<file path="src/rtl/fmdll_pkg.sv">
// Shared types and helpers for the FMDLL fine-delay-line controller.
// Holds FDL geometry, controller state / step-direction enums and the thermometer encoder.
package fmdll_pkg;

    localparam int FDL_STAGES = 6;
    localparam int FDL_W      = FDL_STAGES;
    localparam int LVL_W      = 3;

    typedef enum logic [1:0] {
        ST_IDLE  = 2'd0,
        ST_TRACK = 2'd1,
        ST_WAIT  = 2'd2
    } state_t;

    typedef enum logic [1:0] {
        DIR_NONE = 2'd0,
        DIR_UP   = 2'd1,
        DIR_DN   = 2'd2
    } dir_t;

    // MSB-first fill: level n sets the top n bits of the code.
    function automatic logic [FDL_W-1:0] level_to_therm(input logic [LVL_W-1:0] level);
        logic [FDL_W-1:0] t;
        t = '0;
        for (int i = 0; i < FDL_W; i++) begin
            if (i < int'(level)) begin
                t[FDL_W-1-i] = 1'b1;
            end
        end
        return t;
    endfunction

endpackage

</file>
<file path="src/rtl/fdl_vote_filter.sv">
// Signed up/down vote accumulator; flags a step when the net count reaches +/-FILT_LEN.
// The accumulator is held at zero whenever the controller is not tracking.
module fdl_vote_filter #(
    parameter int FILT_LEN = 4
) (
    input  logic clk_in,
    input  logic rst,
    input  logic i_active,
    input  logic i_valid,
    input  logic i_up,
    input  logic i_dn,
    output logic o_step_up,
    output logic o_step_dn
);

    localparam int ACC_W = $clog2(FILT_LEN) + 2;
    localparam logic signed [ACC_W-1:0] THR_P = ACC_W'(FILT_LEN);
    localparam logic signed [ACC_W-1:0] THR_N = -THR_P;
    localparam logic signed [ACC_W-1:0] ONE   = ACC_W'(1);

    logic signed [ACC_W-1:0] r_acc;
    logic signed [ACC_W-1:0] w_delta;
    logic signed [ACC_W-1:0] w_acc_next;

    always_comb begin
        w_delta = '0;
        if (i_valid && i_up && !i_dn) begin
            w_delta = ONE;
        end else if (i_valid && i_dn && !i_up) begin
            w_delta = -ONE;
        end
        w_acc_next = r_acc + w_delta;
        o_step_up  = i_active && (w_acc_next == THR_P);
        o_step_dn  = i_active && (w_acc_next == THR_N);
    end

    always_ff @(posedge clk_in or posedge rst) begin
        if (rst) begin
            r_acc <= '0;
        end else if (!i_active || o_step_up || o_step_dn) begin
            r_acc <= '0;
        end else begin
            r_acc <= w_acc_next;
        end
    end

endmodule

</file>
<file path="src/rtl/fdl_step_ctrl.sv">
// FDL loop controller: filters phase-detector votes, steps the fine line one stage per decision,
// hands wrap-around to the coarse line as carry/borrow pulses and tracks lock from direction reversals.
module fdl_step_ctrl
    import fmdll_pkg::*;
#(
    parameter int FILT_LEN    = 4,
    parameter int UPDATE_WAIT = 3,
    parameter int LOCK_CNT    = 4
) (
    input  logic             clk_in,
    input  logic             rst,
    input  logic             enable,
    // pd_up/pd_dn are sampled only on edges where pd_valid=1; there is no back-pressure,
    // and votes arriving outside TRACK are dropped.
    input  logic             pd_valid,
    input  logic             pd_up,
    input  logic             pd_dn,
    input  logic             cdl_max,
    input  logic             cdl_min,
    output logic [FDL_W-1:0] Q,
    output logic             cdl_inc,
    output logic             cdl_dec,
    output logic             locked,
    output logic             sat,
    output logic [1:0]       o_dbg_state
);

    localparam int WAIT_W = (UPDATE_WAIT < 2) ? 1 : $clog2(UPDATE_WAIT + 1);
    localparam logic [WAIT_W-1:0] WAIT_LOAD = WAIT_W'(UPDATE_WAIT);
    localparam logic [WAIT_W-1:0] WAIT_ONE  = WAIT_W'(1);
    localparam logic [LVL_W-1:0]  LVL_MAX   = LVL_W'(FDL_STAGES);
    localparam logic [LVL_W-1:0]  LVL_ONE   = LVL_W'(1);
    localparam logic [3:0]        LOCK_THR  = 4'(LOCK_CNT);

    state_t             r_state, w_state_next;
    dir_t               r_last, w_last_next, w_dir;
    logic [LVL_W-1:0]   r_level, w_level_next;
    logic [FDL_W-1:0]   r_q;
    logic [WAIT_W-1:0]  r_wait, w_wait_next;
    logic [3:0]         r_rev, w_rev_next, w_rev_up;
    logic               r_inc, w_inc_next;
    logic               r_dec, w_dec_next;
    logic               r_locked, w_locked_next;
    logic               r_sat, w_sat_next;
    logic               w_active, w_step_up, w_step_dn, w_step;

    assign w_active = enable && (r_state == ST_TRACK);
    assign w_step   = w_step_up | w_step_dn;

    fdl_vote_filter #(
        .FILT_LEN (FILT_LEN)
    ) u_filter (
        .clk_in    (clk_in),
        .rst       (rst),
        .i_active  (w_active),
        .i_valid   (pd_valid),
        .i_up      (pd_up),
        .i_dn      (pd_dn),
        .o_step_up (w_step_up),
        .o_step_dn (w_step_dn)
    );

    always_comb begin
        w_state_next = r_state;
        w_wait_next  = r_wait;
        if (!enable) begin
            w_state_next = ST_IDLE;
        end else begin
            case (r_state)
                ST_IDLE: w_state_next = ST_TRACK;
                ST_TRACK: begin
                    if (w_step && (UPDATE_WAIT != 0)) begin
                        w_state_next = ST_WAIT;
                        w_wait_next  = WAIT_LOAD;
                    end
                end
                ST_WAIT: begin
                    w_wait_next = r_wait - WAIT_ONE;
                    if (r_wait <= WAIT_ONE) begin
                        w_state_next = ST_TRACK;
                    end
                end
                default: w_state_next = ST_IDLE;
            endcase
        end
    end

    // Level stepping with carry/borrow into the coarse line; saturation only when the CDL is pinned.
    always_comb begin
        w_level_next = r_level;
        w_inc_next   = 1'b0;
        w_dec_next   = 1'b0;
        w_sat_next   = r_sat;
        if (w_step_up) begin
            if (r_level < LVL_MAX) begin
                w_level_next = r_level + LVL_ONE;
                w_sat_next   = 1'b0;
            end else if (!cdl_max) begin
                w_level_next = '0;
                w_inc_next   = 1'b1;
                w_sat_next   = 1'b0;
            end else begin
                w_sat_next   = 1'b1;
            end
        end else if (w_step_dn) begin
            if (r_level != '0) begin
                w_level_next = r_level - LVL_ONE;
                w_sat_next   = 1'b0;
            end else if (!cdl_min) begin
                w_level_next = LVL_MAX;
                w_dec_next   = 1'b1;
                w_sat_next   = 1'b0;
            end else begin
                w_sat_next   = 1'b1;
            end
        end
    end

    always_comb begin
        w_dir         = w_step_up ? DIR_UP : DIR_DN;
        w_rev_up      = (r_rev == 4'hF) ? r_rev : r_rev + 4'd1;
        w_rev_next    = r_rev;
        w_locked_next = r_locked;
        w_last_next   = r_last;
        if (!enable || (r_state == ST_IDLE)) begin
            w_rev_next    = '0;
            w_locked_next = 1'b0;
        end else if (w_step) begin
            w_last_next = w_dir;
            if ((r_last != DIR_NONE) && (r_last != w_dir)) begin
                w_rev_next = w_rev_up;
                if (w_rev_up >= LOCK_THR) begin
                    w_locked_next = 1'b1;
                end
            end else if (r_last == w_dir) begin
                w_rev_next    = '0;
                w_locked_next = 1'b0;
            end
        end
    end

    always_ff @(posedge clk_in or posedge rst) begin
        if (rst) begin
            r_state  <= ST_IDLE;
            r_wait   <= '0;
            r_level  <= '0;
            r_q      <= '0;
            r_inc    <= 1'b0;
            r_dec    <= 1'b0;
            r_sat    <= 1'b0;
            r_rev    <= '0;
            r_locked <= 1'b0;
            r_last   <= DIR_NONE;
        end else begin
            r_state  <= w_state_next;
            r_wait   <= w_wait_next;
            r_level  <= w_level_next;
            r_q      <= level_to_therm(w_level_next);
            r_inc    <= w_inc_next;
            r_dec    <= w_dec_next;
            r_sat    <= w_sat_next;
            r_rev    <= w_rev_next;
            r_locked <= w_locked_next;
            r_last   <= w_last_next;
        end
    end

    assign Q           = r_q;
    assign cdl_inc     = r_inc;
    assign cdl_dec     = r_dec;
    assign locked      = r_locked;
    assign sat         = r_sat;
    assign o_dbg_state = r_state;

endmodule

</file>
<file path="config.mk">
export PLATFORM = sky130hd
export DESIGN_NAME = fdl_step_ctrl
export DESIGN_NICKNAME = d
export VERILOG_FILES = /design/src/rtl/fmdll_pkg.sv /design/src/rtl/fdl_vote_filter.sv /design/src/rtl/fdl_step_ctrl.sv
export SDC_FILE = /design/constraint.sdc
export NUM_CORES = 1
export LEC_CHECK = 0
export ABC_AREA = 1
export BUFFER_PORTS_ARGS = -buffer_cell sky130_fd_sc_hd__buf_2
export CAP_MARGIN = 15
export CORE_MARGIN = 2
export CORE_UTILIZATION = 35
export DETAILED_ROUTE_END_ITERATION = 8
export GPL_TIMING_DRIVEN = 0
export PLACE_DENSITY_LB_ADDON = 0.15
export SLEW_MARGIN = 20
export SYNTH_ARGS = -nofsm -noshare
export SYNTH_HDL_FRONTEND = slang
export SYNTH_HIERARCHICAL = 1
export SYNTH_SLANG_ARGS = --single-unit
</file>
<file path="constraint.sdc">
create_clock -name clk_in -period 2.6 [get_ports clk_in]
set_clock_uncertainty 0.1 [all_clocks]
set_input_delay 0.78 -clock clk_in [delete_from_list [all_inputs] [get_ports clk_in]]
set_output_delay 0.78 -clock clk_in [all_outputs]
set_load 0.05 [all_outputs]
</file>
; Word level (Yosys, flattened, before mapping)
; Index checks and enable logic that the tools add are counted.
[word_totals]
output_inout_bits = 12
inputBits = 8
elab_cells = 110
regBits = 27
[op_classes]
n_eq_ne = 11
n_mux = 45
n_bitwise = 2
reduce_logical = 27
n_lt_le_gt_ge = 9
addsub = 5
[ops]
columns = operator, n
row1 = $mux W4, 8
row2 = $mux W1, 24
row3 = $mux W3, 6
row4 = $mux W2, 5
row5 = $eq A4 B4 Y1 const B, 2
row6 = $logic_and A1 B1 Y1, 8
row7 = $reduce_bool A2 Y1, 4
row8 = $lt A1 B3 Y1 const A, 2
row9 = $lt A2 B3 Y1 const A, 2
row10 = $lt A3 B3 Y1 const A, 2
row11 = $ne A3 B3 Y1 const B, 2
row12 = $pmux W2 S3, 1
row13 = $reduce_and A2 Y1, 3
row14 = $reduce_and A3 Y1, 2
row15 = $reduce_bool A3 Y1, 2
row16 = $add A4 B1 Y4 const B, 1
row17 = $add A4 B4 Y4, 1
row18 = $eq A4 B3 Y1 const B, 1
row19 = $ge A4 B3 Y1 const B, 1
row20 = $logic_not A1 Y1, 4
row21 = $pmux W2 S2, 1
row22 = $add A3 B1 Y3 const B, 1
row23 = $logic_or A1 B1 Y1, 3
row24 = $lt A3 B3 Y1 const B, 1
row25 = 12 further kinds, 12

; Longest topological paths before layout
; Gate-level depths: netlist (run 1).
[logic_depth]
ltp_word = 13
depth_mapped = 18
depth_no_buf = 17

; Modules after synthesis
; Netlist (run 1), hierarchy kept.
[by_module_without_submodules]
columns = mod, cells_per_inst, area_per_inst_um2, n_inst, seq_area_each_um2
row1 = fdl_step_ctrl, 166, 1286.2, 1, 550.5
row2 = fdl_vote_filter, 47, 355.3, 1, 100.1

; Worst setup path before layout (run 1)
; No wires, ideal clock.
[synth_timing]
path_kind = input -> register
startpoint = input pd_up
endpoint = register r_q[5] (netlist: Q[5])
setup_ns = 0.128
stages = 17
required_time_ns = 2.372
t_arrival_ns = 2.769
path_buffers = 1
slack_ns = -0.397
cell_sequence = inv_1 -> nand3_2 -> o21ai_0 -> ha_1 -> inv_1 -> fa_1 -> xnor2_2 -> nand4_1 -> nor2_1 -> clkbuf_8 -> inv_2 -> nand2_1 -> inv_1 -> nand2_1 -> nand2_4 -> inv_2 -> nand3_2
[synth_via]
elab_chain_len = 11
elab_cells_between_ends = 15
classes_between = 1 x add/sub / 1 x order compare / 2 x eq/ne / 5 x mux / 6 x reduce/logical
[synth_rtl]
columns = element, line_no
row1 = "start, declared", fdl_step_ctrl.sv:16  ; input logic pd_up,
row2 = $logic_not A1 Y1, fdl_vote_filter.sv:29  ; end else if (i_valid && i_dn && !i_up) begin
row3 = $logic_and A1 B1 Y1, fdl_vote_filter.sv:29
row4 = $mux W4, fdl_vote_filter.sv:29
row5 = $mux W4 *, fdl_vote_filter.sv:27  ; if (i_valid && i_up && !i_dn) begin
row6 = $add A4 B4 Y4 *, fdl_vote_filter.sv:32  ; w_acc_next = r_acc + w_delta;
row7 = $eq A4 B3 Y1, fdl_vote_filter.sv:34  ; o_step_dn = i_active && (w_acc_next == THR_N);
row8 = $logic_and A1 B1 Y1, fdl_vote_filter.sv:34
row9 = $mux W3, fdl_step_ctrl.sv:105  ; end else if (w_step_dn) begin
row10 = $mux W3 *, fdl_step_ctrl.sv:94  ; if (w_step_up) begin
row11 = net w_level_next[2], fdl_step_ctrl.sv:37  ; logic [LVL_W-1:0] r_level, w_level_next;
row12 = $lt A1 B3 Y1 *, fmdll_pkg.sv:26  ; if (i < int'(level)) begin
row13 = $mux W1 *, fmdll_pkg.sv:26
row14 = "end signal, assigned", fdl_step_ctrl.sv:158  ; r_q <= level_to_therm(w_level_next);
row15 = "end, declared", fdl_step_ctrl.sv:38  ; logic [FDL_W-1:0] r_q;
; The timed path passes the listed nets; every way through them passes the cells marked *.
; A chain may end at the register's enable or synchronous reset.

; Worst setup path in the final report (run 1)
[layout_timing]
startpoint = input pd_up
endpoint = register r_q[5] (netlist: Q[5])
[layout_via]
elab_chain_len = 11
elab_cells_between_ends = 15
classes_between = 1 x add/sub / 1 x order compare / 2 x eq/ne / 5 x mux / 6 x reduce/logical
[layout_rtl]
columns = element, line_no
row1 = $logic_not A1 Y1, fdl_vote_filter.sv:29
row2 = $logic_and A1 B1 Y1, fdl_vote_filter.sv:29
row3 = $mux W4, fdl_vote_filter.sv:29
row4 = $mux W4 *, fdl_vote_filter.sv:27
row5 = $add A4 B4 Y4 *, fdl_vote_filter.sv:32
row6 = $eq A4 B3 Y1 *, fdl_vote_filter.sv:34
row7 = $logic_and A1 B1 Y1 *, fdl_vote_filter.sv:34
row8 = net w_step_dn, fdl_step_ctrl.sv:45  ; logic w_active, w_step_up, w_step_dn, w_step;
row9 = $mux W3 *, fdl_step_ctrl.sv:105
row10 = $mux W3 *, fdl_step_ctrl.sv:94
row11 = net w_level_next[2], fdl_step_ctrl.sv:37
row12 = $lt A1 B3 Y1 *, fmdll_pkg.sv:26
row13 = $mux W1 *, fmdll_pkg.sv:26
; Marked as above.

==> impl_results.md, run 1 <==
* Gr busiest metal: met2
* Placed cells at 284
* Routability-driven placement congestion ratio at between 0.7 and 0.8
* Worst Tran Pin Value at 0.8524 ns
* Worst Path Required at 2.65 ns
* Area of the core at 4444 um^2
* Cts bufs inserted at 3
* Clock Path Buffers at 2
* Clk root buf: clkbuf_8
* Critical Path End Type: flop
* Total gr overflow at 0
* Largest family of logic cells by synthesized area: simple AND/OR/NAND/NOR gates
* CP max stage delay at 0.35 ns
* Startpoint Class: input port
* Die Ht at 72.49 um
* LEAKAGE at 1.059 nW
* Worst-path clk slew at 0.09 ns
* Layout Nets at 266
* CP max stage cell: fa_2
* Post-Synthesis Cells at 213
* Peak supply drop at between 400 and 500 uV
* IO Port Bufs at 19
* Die Width at 72.49 um
* Status: finished, violations left
* Worst setup margin at -0.1208 ns
* Fin. Hold Viols at 0
* Top_reg_cell synth: dfrtp_1
* Drt via density at 4.666
* Post-CTS Hold Buffers at 0
* DIE AREA at ~5300 um^2
* Synth Cell Area at 1642 um^2
* Sinks on Clock Net at 26
* Met2 global-route usage at roughly a quarter
* Final Non-Filler Cells at around 300
* Crit Path Max Fanout at 5
* Post-DP HPWL at 2387 um
* Post-synthesis compound-gate area fraction at 7.622%
* Part of the cycle the worst path needs at 104.6%
* Largest net degree at the start of global routing at 23
* Post-layout min period at 2.721 ns
* Cell area after layout at 2076 um^2
* Synth Net Count at 230
* # diodes at 0
* Max frequency at 367.5 MHz
* Post-DP Area at 1839 um^2
* Most common cell in the synthesized netlist: nand2_1
* Routed WL at 3208 um
* Post-synth cell types at 30
* Failing checks: negative setup slack
* Cell Rows at 24
* Iter 0 DRT Violations at 54
* GRT met3 Usage at 2.917%
* Post-synth top area share at 39.63%
* CTS tree: done
* Crit Path Class: input port to flop
* Layout cells sized above 1 at 33.20%
* Drt pass-1 iters at 4
* Pwr dens at 775.9 nW/um^2
* Met1 Resource Use GR at 16.99%
* Post-route ant nets at 0
* Residual DRC at 0
* Simple-Gate Fraction of Synth Area at 32.77%
* CP Buf/Inv Count at 6
* Final setup vio count at 14
* Crit path cell chain: buf_12, inv_12, nand3_4, o21ai_2, ha_2, inv_2, fa_2, xnor2_2, nand4_1, nor2_2, buf_6, nand3_2, nand2_2, inv_2, nand2_2, nand2_4, inv_2, nand3_2
* Syn. warnings at 6
* Most used cell, CP: inv_2
* Max_cap viols at 0
* Xor/xnor share of the synthesized area at 1.524%
* Async SR Flop Fraction at 100.0%
* Mux contribution to synthesized area at 0%
* Slew headroom at 43.11%
* Top cells by count, synth: nand2_1, inv_1, dfrtp_1, nand3_1, nor2_1
* Post-synth EDFFs at 0
* Total GRT Usage at 13.65%
* DR vias at 1,395
* First-pass GRT wire length at 5658 um
* Synth Area in Adders at between 7 and 8%
* CP delay by family, top: simple AND/OR/NAND/NOR gates
* IO Pins at 20
* Initial antenna violation count at 0
* Cell taking the most area after synthesis: dfrtp_1
* Min-delay worst type: input port to asynchronous set/reset pin
* Syn Area/Cell at a little under 8 um^2
* Area Growth Syn to Fin at 26.45%
* Synthesized flop and latch total at 26
* Vias in the first global route at 1,364
* Synth top area cells: dfrtp_1, nand2_1, inv_1
* Fin. max-slew vios at 0
* Sequential fraction of the synthesis area at between 30% and 40%
* Starting Density at 36.94%
* H-tree lvl count at 1
* WL/cell at roughly 11 um
* Clk Latency, worst-skew pair at 0.27 ns
* RSZ-0062 raised after global routing: yes
* Crit path DAT at 2.77 ns
==> logic make-up after synthesis <==
logic type | after synthesis
fa+ha+maj | 9
flops | 26
xor+xnor | 2
buf+inv | 44
compound gates | 18
simple gates | 114
==> layer usage <==
layer	vias to the layer above	wire, um
met5	-	0
met2	19	1583
met1	632	1502
met4	0	23
li1	742	-
met3	2	99
==> stage by stage <==
step           setup slack (ns)  hold WS, ns  utilization, %  power [mW]  TNS (ns)
3_3_place_gp            -0.6598       0.3755           41.39       1.340    -11.75
5_1_grt                 -0.2682       0.2873           46.71       1.752    -3.723
2_1_floorplan           -0.2347       0.3514               -       1.184    -3.222
4_1_cts                 -0.1388       0.2867           45.16       1.602    -1.249
6_report                -0.1208       0.2869           46.71       1.611    -1.138
3_5_place_dp            -0.6474       0.3813           41.39       1.343    -11.78
==> cell type report <==
cell class / instances / area [um^2]
well taps: 52 / 65.06
flip-flops and latches: 26 / 650.6
plain buffers: 3 / 33.78
multi-input cells: 143 / 894.6
fillers: 473 / 2369
repair buffers: 31 / 221.5
inverters: 41 / 168.9
clock buffers: 3 / 41.29
==> worst reg2reg max path: stages, from the launching register on <==
cell,delay (ns)
dfrtp_1,0.34
ha_2,0.18
inv_2,0.04
fa_2,0.35
xnor2_2,0.17
nand4_1,0.18
nor2_2,0.19
buf_6,0.15
nand3_2,0.07
nand2_2,0.07
inv_2,0.03
nand2_2,0.06
nand2_4,0.07
inv_2,0.07
nand3_2,0.05
==> layout by cell type, fill, tap and decap left out, types with 2 or more instances in the layout <==
cell type / Yosys / routed
nand3_1: 19 / 16
ha_2: 0 / 2
nand2_2: 7 / 13
a21oi_2: 2 / 2
buf_8: 0 / 2
inv_2: 2 / 4
dfrtp_1: 26 / 26
inv_1: 39 / 35
buf_6: 0 / 4
o21ai_1: 2 / 3
nand2_4: 1 / 2
a21oi_1: 4 / 4
clkbuf_8: 1 / 3
nor2_1: 18 / 15
buf_4: 2 / 10
nor2_2: 2 / 4
nor3_1: 4 / 4
nand4_1: 6 / 6
nand3_2: 4 / 5
nand2_1: 50 / 43
buf_2: 0 / 17
ha_1: 8 / 6
nand3_4: 0 / 2
o21ai_2: 0 / 2
==> what timing repair did <==
item | in CTS | in global routing
resized for setup | 17 | 16
endpoints found under the setup margin | 22 | 20
gates cloned | 0 | 1
buffers inserted | 9 | 2
pin swaps | 16 | 7
==> sequential cells by signal, indices dropped and copies added, names as in the netlist, 2 cells and up <==
signal / count
u_filter/r_acc: 4
r_rev: 4
r_level: 2
Q: 6
r_wait: 2
r_last: 2
o_dbg_state: 2
==> final timing paths <==
check,from,slack [ns],to,cells past startpoint
worst max-delay path,pd_up,-0.12,Q[5],18
worst min-delay path,rst,0.29,u_filter/r_acc[0],2
worst max register to register,u_filter/r_acc[0],0.34,Q[5],14
worst min register to register,r_wait[0],0.39,r_wait[0],1
max in group asynchronous,rst,1.28,Q[2],2
min in group clk_in,r_wait[0],0.39,r_wait[0],1
==> where the power goes <==
group	leakage [nW]	switching [mW]	total (mW)	internal, mW
Sequential	0.326	0.0700	0.573	0.503
Combinational	0.711	0.551	0.816	0.265
Clock	0.0216	0.118	0.222	0.104
No activity file was read; power rests on OpenSTA's default activity.
==> run 2: changes to the inputs <==
- CORE_UTILIZATION: 35 -> 30
- MAX_ROUTING_LAYER: unset -> met4
==> impl_results.md, run 2 (synthesis gave the netlist of run 1 again) <==
* Post-layout min period at roughly 2.7 ns
* LEAKAGE at 1.148 nW
* Commonest non-fill, non-tap cell in the layout: nand2_1
* # diodes at 0
* Crit Path Class: input port to flop
* Starting Density at 31.54%
* Combinational power share at 48.5%
* Total GRT Usage at 12.74%
* Final Non-Filler Cells at 325
* Clk Latency, worst-skew pair at 0.27 ns
* Vias in the first global route at between 1,000 and 1,500
* Die Width at 77.97 um
* Worst-path clk slew at 0.10 ns
* CTS tree: done
* Max_cap viols at 0
* DIE AREA at 6079 um^2
* Worst Path Required at 2.67 ns
* Internal Power at 0.9982 mW
* Final setup vio count at 16
* First-pass GRT wire length at approximately 6200 um
* Post-DP HPWL at 2430 um
* Post-CTS Hold Buffers at 0
* Post-DP Area at 1862 um^2
* Max frequency at 365.5 MHz
* Fin. Hold Viols at 0
* Switching part of the total at about 44%
* Cts bufs inserted at 3
* Cell area after layout at 2290 um^2
* Drt via density at approximately 4.4
* Pwr dens at ~800 nW/um^2
* Clk root buf: clkbuf_8
* Sequential power share at about a third
* Crit Path Max Fanout at 8
* DR vias at around 1,400
* Placed cells at 302
* Status: finished, violations left
* R2R Path Start: u_filter/r_acc[0]
* Min-delay worst type: input port to asynchronous set/reset pin
* R2R setup slack at 0.31 ns
* Layout cells sized above 1 at between 40% and 50%
* Clock Path Buffers at 2
* Routed WL at 3515 um
* Area Growth Syn to Fin at 39.48%
* Max FFs per register at 6
* Initial antenna violation count at 0
* Largest net degree at the start of global routing at 23
* RSZ-0062 raised after global routing: yes
* Fin. max-slew vios at 0
* Drt pass-1 iters at 4
* WL/cell at 10.82 um
* Worst setup margin at -0.1360 ns
* Part of the cycle the worst path needs at 105.2%
* Peak supply drop at just under 600 uV
* Clock power frac at between 10% and 20%
* Area of the core at 5205 um^2
* Cell Rows at 26
* Iter 0 DRT Violations at 52
* Die Ht at 77.97 um
* IO Port Bufs at 19
* Total gr overflow at 0
* Post-route ant nets at 0
* Crit path DAT at between 2 and 3 ns
* Overall Power at between 1.5 and 2 mW
* R2r endpoint: Q[2]
* H-tree lvl count at 1
* Residual DRC at 0
* Worst Tran Pin Value at 0.8731 ns
* IO Pins at 20
* Failing checks: negative setup slack
* R2R depth at 13
* Net switching power at 0.7959 mW
* Slew headroom at a little over two fifths
* Critical Path End Type: flop
* Most frequent cells in the layout: nand2_1, inv_1, dfrtp_1
* Startpoint Class: input port
* End-of-flow core utilization at around 44%
* Sinks on Clock Net at 26
* Routability-driven placement congestion ratio at 0.7716
* DP Worst Slack at -0.7038 ns
* Layout Nets at 273
## run 2: repair_timing
item / in CTS / in global routing
pin swaps: 15 / 22
gates resized for setup: 29 / 27
endpoints found under the setup margin: 22 / 21
buffers inserted: 11 / 8
## run 2: metrics by stage
step | hold slack, ns | TNS (ns)
finish | 0.2743 | -1.444
global route | 0.2931 | -4.902
CTS | 0.2764 | -0.9605
detailed placement | 0.3825 | -12.05
global placement | 0.3754 | -11.92
floorplan | 0.3514 | -3.222
## run 2: worst max-delay path by stage
stage	startpoint	end	slack (ns)	cells after the start
detailed placement	pd_up	r_rev[3]	-0.70	17
global placement	pd_up	locked	-0.67	17
CTS	pd_up	Q[3]	-0.11	15
finish	pd_up	Q[2]	-0.14	17
floorplan	pd_up	locked	-0.23	16
global route	pd_up	Q[3]	-0.32	17
## run 2: power by group through the flow
stage	sequential (mW)	combinational [mW]	clock (mW)
after floorplan	0.736	0.449	0
after global placement	0.580	0.768	0
after detailed placement	0.578	0.764	0
after CTS	0.575	0.804	0.352
after global routing	0.595	0.962	0.366
final	0.581	0.870	0.343
## run 2: layout make-up
class | instances | area [um^2]
fillers | 523 | 2915
plain buffers | 3 | 33.78
well taps | 70 | 87.58
inverters | 41 | 171.4
multi-input cells | 143 | 985.9
clock buffers | 3 | 41.29
clock inverters | 1 | 30.03
flip-flops and latches | 26 | 650.6
repair buffers | 38 | 289.0
## run 2: routing by layer
metal,share of wire (%),global-route usage [%]
met3,1.9,1.628
met1,48,15.95
met5,0,-
met4,0.46,2.807
met2,50,22.07
## run 2: worst max-delay path, cell delays in order
cell and delay (ns):
buf_12 0.11, inv_12 0.04, nand3_4 0.05, o21ai_2 0.06, ha_2 0.20, inv_2 0.05, fa_2 0.36, xnor2_2 0.16
nand4_1 0.16, nor2_2 0.20, buf_8 0.17, inv_4 0.06, nand2_1 0.07, inv_1 0.04, nand2_2 0.07, nand2_4 0.07
buf_4 0.13
==> run 3: changes to the inputs <==
- ABC_AREA: 1 -> unset
- SETUP_SLACK_MARGIN: unset -> 0.2
==> impl_results.md, run 3 <==
* CP max stage cell: fa_2
* Starting Density at a little under a third
* Most frequent cells in the layout: dfrtp_1, buf_2, buf_6, a21oi_1
* CP Buf/Inv Count at 3
* Layout cells sized above 1 at 46.91%
* LEAKAGE at 1.036 nW
* Iter 0 DRT Violations at between 40 and 50
* Die Width at between 70 and 80 um
* Max FFs per register at 6
* Max_cap viols at 0
* Overall Power at 1.329 mW
* Synth Net Count at 171
* Area Growth Syn to Fin at 37.56%
* Largest net degree at the start of global routing at 23
* Post-synth top area share at between 40% and 50%
* Final setup vio count at 22
* Syn Area/Cell at 10.32 um^2
* Layout Nets at roughly 210
* CTS tree: done
* First-pass GRT wire length at 5685 um
* Area of the core at 5107 um^2
* Crit path cell chain: buf_8, xor2_1, and2_1, ha_2, inv_2, fa_2, xor2_4, nor3b_4, nand2_2, nor2_4, buf_6, o22ai_4, a32oi_2, mux2i_1, nor2_1
* Crit Path Max Fanout at 3
* Post-synth cell types at 50
* Total GRT Usage at 12.17%
* Worst Tran Pin Value at roughly 0.89 ns
* Max frequency at 330.4 MHz
* IO Pins at 20
* Fin. Hold Viols at 0
* Vias in the first global route at approximately 1,300
* Peak supply drop at 436.2 uV
* Synth Cell Area at 1589 um^2
* Part of the cycle the worst path needs at 116.4%
* Post-CTS Hold Buffers at 0
* Post-DP HPWL at 2302 um
* Clk Latency, worst-skew pair at 0.27 ns
* Min-delay worst type: input port to asynchronous set/reset pin
* End-of-flow core utilization at 42.80%
* Crit Path Class: input port to flop
* Worst setup margin at -0.4262 ns
* Fin. max-slew vios at 0
* Cell Rows at 26
* Sinks on Clock Net at 26
* Syn. warnings at 6
* Worst-path clk slew at 0.10 ns
* Seq. cell area at 650.6 um^2
* Initial antenna violation count at 0
* CP max stage delay at around 0.37 ns
* Die Ht at 76.78 um
* Slew headroom at 40.92%
* Sequential fraction of the synthesis area at 40.94%
* CP delay by family, top: simple AND/OR/NAND/NOR gates
* Post-route ant nets at 0
* Synthesized flop and latch total at 26
* WL/cell at 12.43 um
* Routed WL at 3282 um
* Async SR Flop Fraction at 100.0%
* RSZ-0062 raised after global routing: yes
* Synth top area cells: dfrtp_1, ha_1, a21oi_1
* Top cells by count, synth: dfrtp_1, inv_1, a21oi_1, nand2_1, nor2_1
* Top_reg_cell synth: dfrtp_1
* Startpoint Class: input port
* DIE AREA at approximately 5900 um^2
* Cts bufs inserted at 3
* Crit path DAT at 3.08 ns
* H-tree lvl count at 1
* IO Port Bufs at 19
* Routability-driven placement congestion ratio at between 0.7 and 0.8
* DR vias at 1,236
* Residual DRC at 0
* # diodes at 0
* Failing checks: negative setup slack
* Drt pass-1 iters at 4
* Pwr dens at 608.0 nW/um^2
* Commonest non-fill, non-tap cell in the layout: dfrtp_1
* Worst Path Required at 2.66 ns
* Total gr overflow at 0
* Cell taking the most area after synthesis: dfrtp_1
* Drt via density at 4.682
* Post-layout min period at 3.026 ns
* Fillers at approximately 500
* Status: finished, violations left
* Clock Path Buffers at 2
* Post-Synthesis Cells at 154
* Most common cell in the synthesized netlist: dfrtp_1
* Area of the multi-input gates at 999.7 um^2
* Critical Path End Type: flop
* Post-synth EDFFs at 0
* Clk root buf: clkbuf_8
## run 3: cell types whose count changed after synthesis, moves of 5 or more
cell and delta:
nor2_1 -7, a21oi_1 +9, nand3_1 -18, nand4_1 -5, nand2_1 -38, inv_1 -24
nand2_2 -7
## run 3: per-layer routing
metal | wire length (um) | share of wire (%) | global-route usage [%] | vias to the layer above
met3 | 81 | 2.5 | 1.882 | 4
met5 | 0 | 0 | - | -
met4 | 38 | 1.2 | 5.455 | 0
li1 | - | - | - | 606
met1 | 1477 | 45 | 14.17 | 605
met2 | 1684 | 51 | 20.70 | 21
## run 3: logic make-up (layout without fill, tap and decap cells)
kind of cell    after synthesis  count (layout)  synth area share (%)
xor+xnor                      5               5                 3.702
flops                        26              26                 40.94
mux                           3               3                 1.969
simple gates                 53              53                 20.39
fa+ha+maj                     9               9                 7.559
compound gates               38              38                 18.82
buf+inv                      20              60                 6.613
## run 3: power by group
group	internal (mW)	total [mW]	switching (mW)	leakage, nW
sequential	0.458	0.502	0.0440	0.336
combinational	0.170	0.487	0.318	0.664
clock	0.206	0.340	0.134	0.0357
## run 3: layout make-up
class,count,share of cell area (%)
multi-input combinational,108,45.74
sequential,26,29.77
timing repair buffer,36,12.14
tap,70,4.007
inverter,15,2.690
buffer,5,2.404
clock buffer,3,1.889
clock inverter,1,1.374
## run 3: per-stage QoR
| stage | worst slack [ns] | cells | setup TNS, ns | instance area (um^2) | hold WS, ns |
|---|---|---|---|---|---|
| detailed placement | -0.8318 | 243 | -14.62 | 1814 | 0.4472 |
| global placement | -0.7765 | 243 | -13.57 | 1814 | 0.4259 |
| finish | -0.4262 | 264 | -6.643 | 2186 | 0.2840 |
| floorplan | -0.4775 | 154 | -6.784 | 1632 | 0.4037 |
| global route | -0.5263 | 264 | -8.753 | 2186 | 0.2797 |
| CTS | -0.4421 | 260 | -6.844 | 2095 | 0.2849 |
## run 3: path summary, 6_finish.rpt
kind | startpoint | endpoint | slack (ns) | cells past startpoint
max in group asynchronous | rst | r_level[1] | 1.26 | 2
worst min-delay path | rst | u_filter/r_acc[3] | 0.28 | 2
min in group clk_in | r_wait[0] | r_wait[0] | 0.47 | 2
worst max register to register | u_filter/r_acc[0] | r_rev[1] | 0.11 | 12
worst min register to register | r_wait[0] | r_wait[0] | 0.47 | 2
worst max-delay path | pd_dn | r_rev[1] | -0.43 | 15
## run 3: repair_timing
action                                  in CTS  in global routing
endpoints found under the setup margin      22                 22
pin swaps                                   22                 14
endpoints found under the hold margin        0                  0
buffers inserted                            13                  4
resized for setup                           24                 16
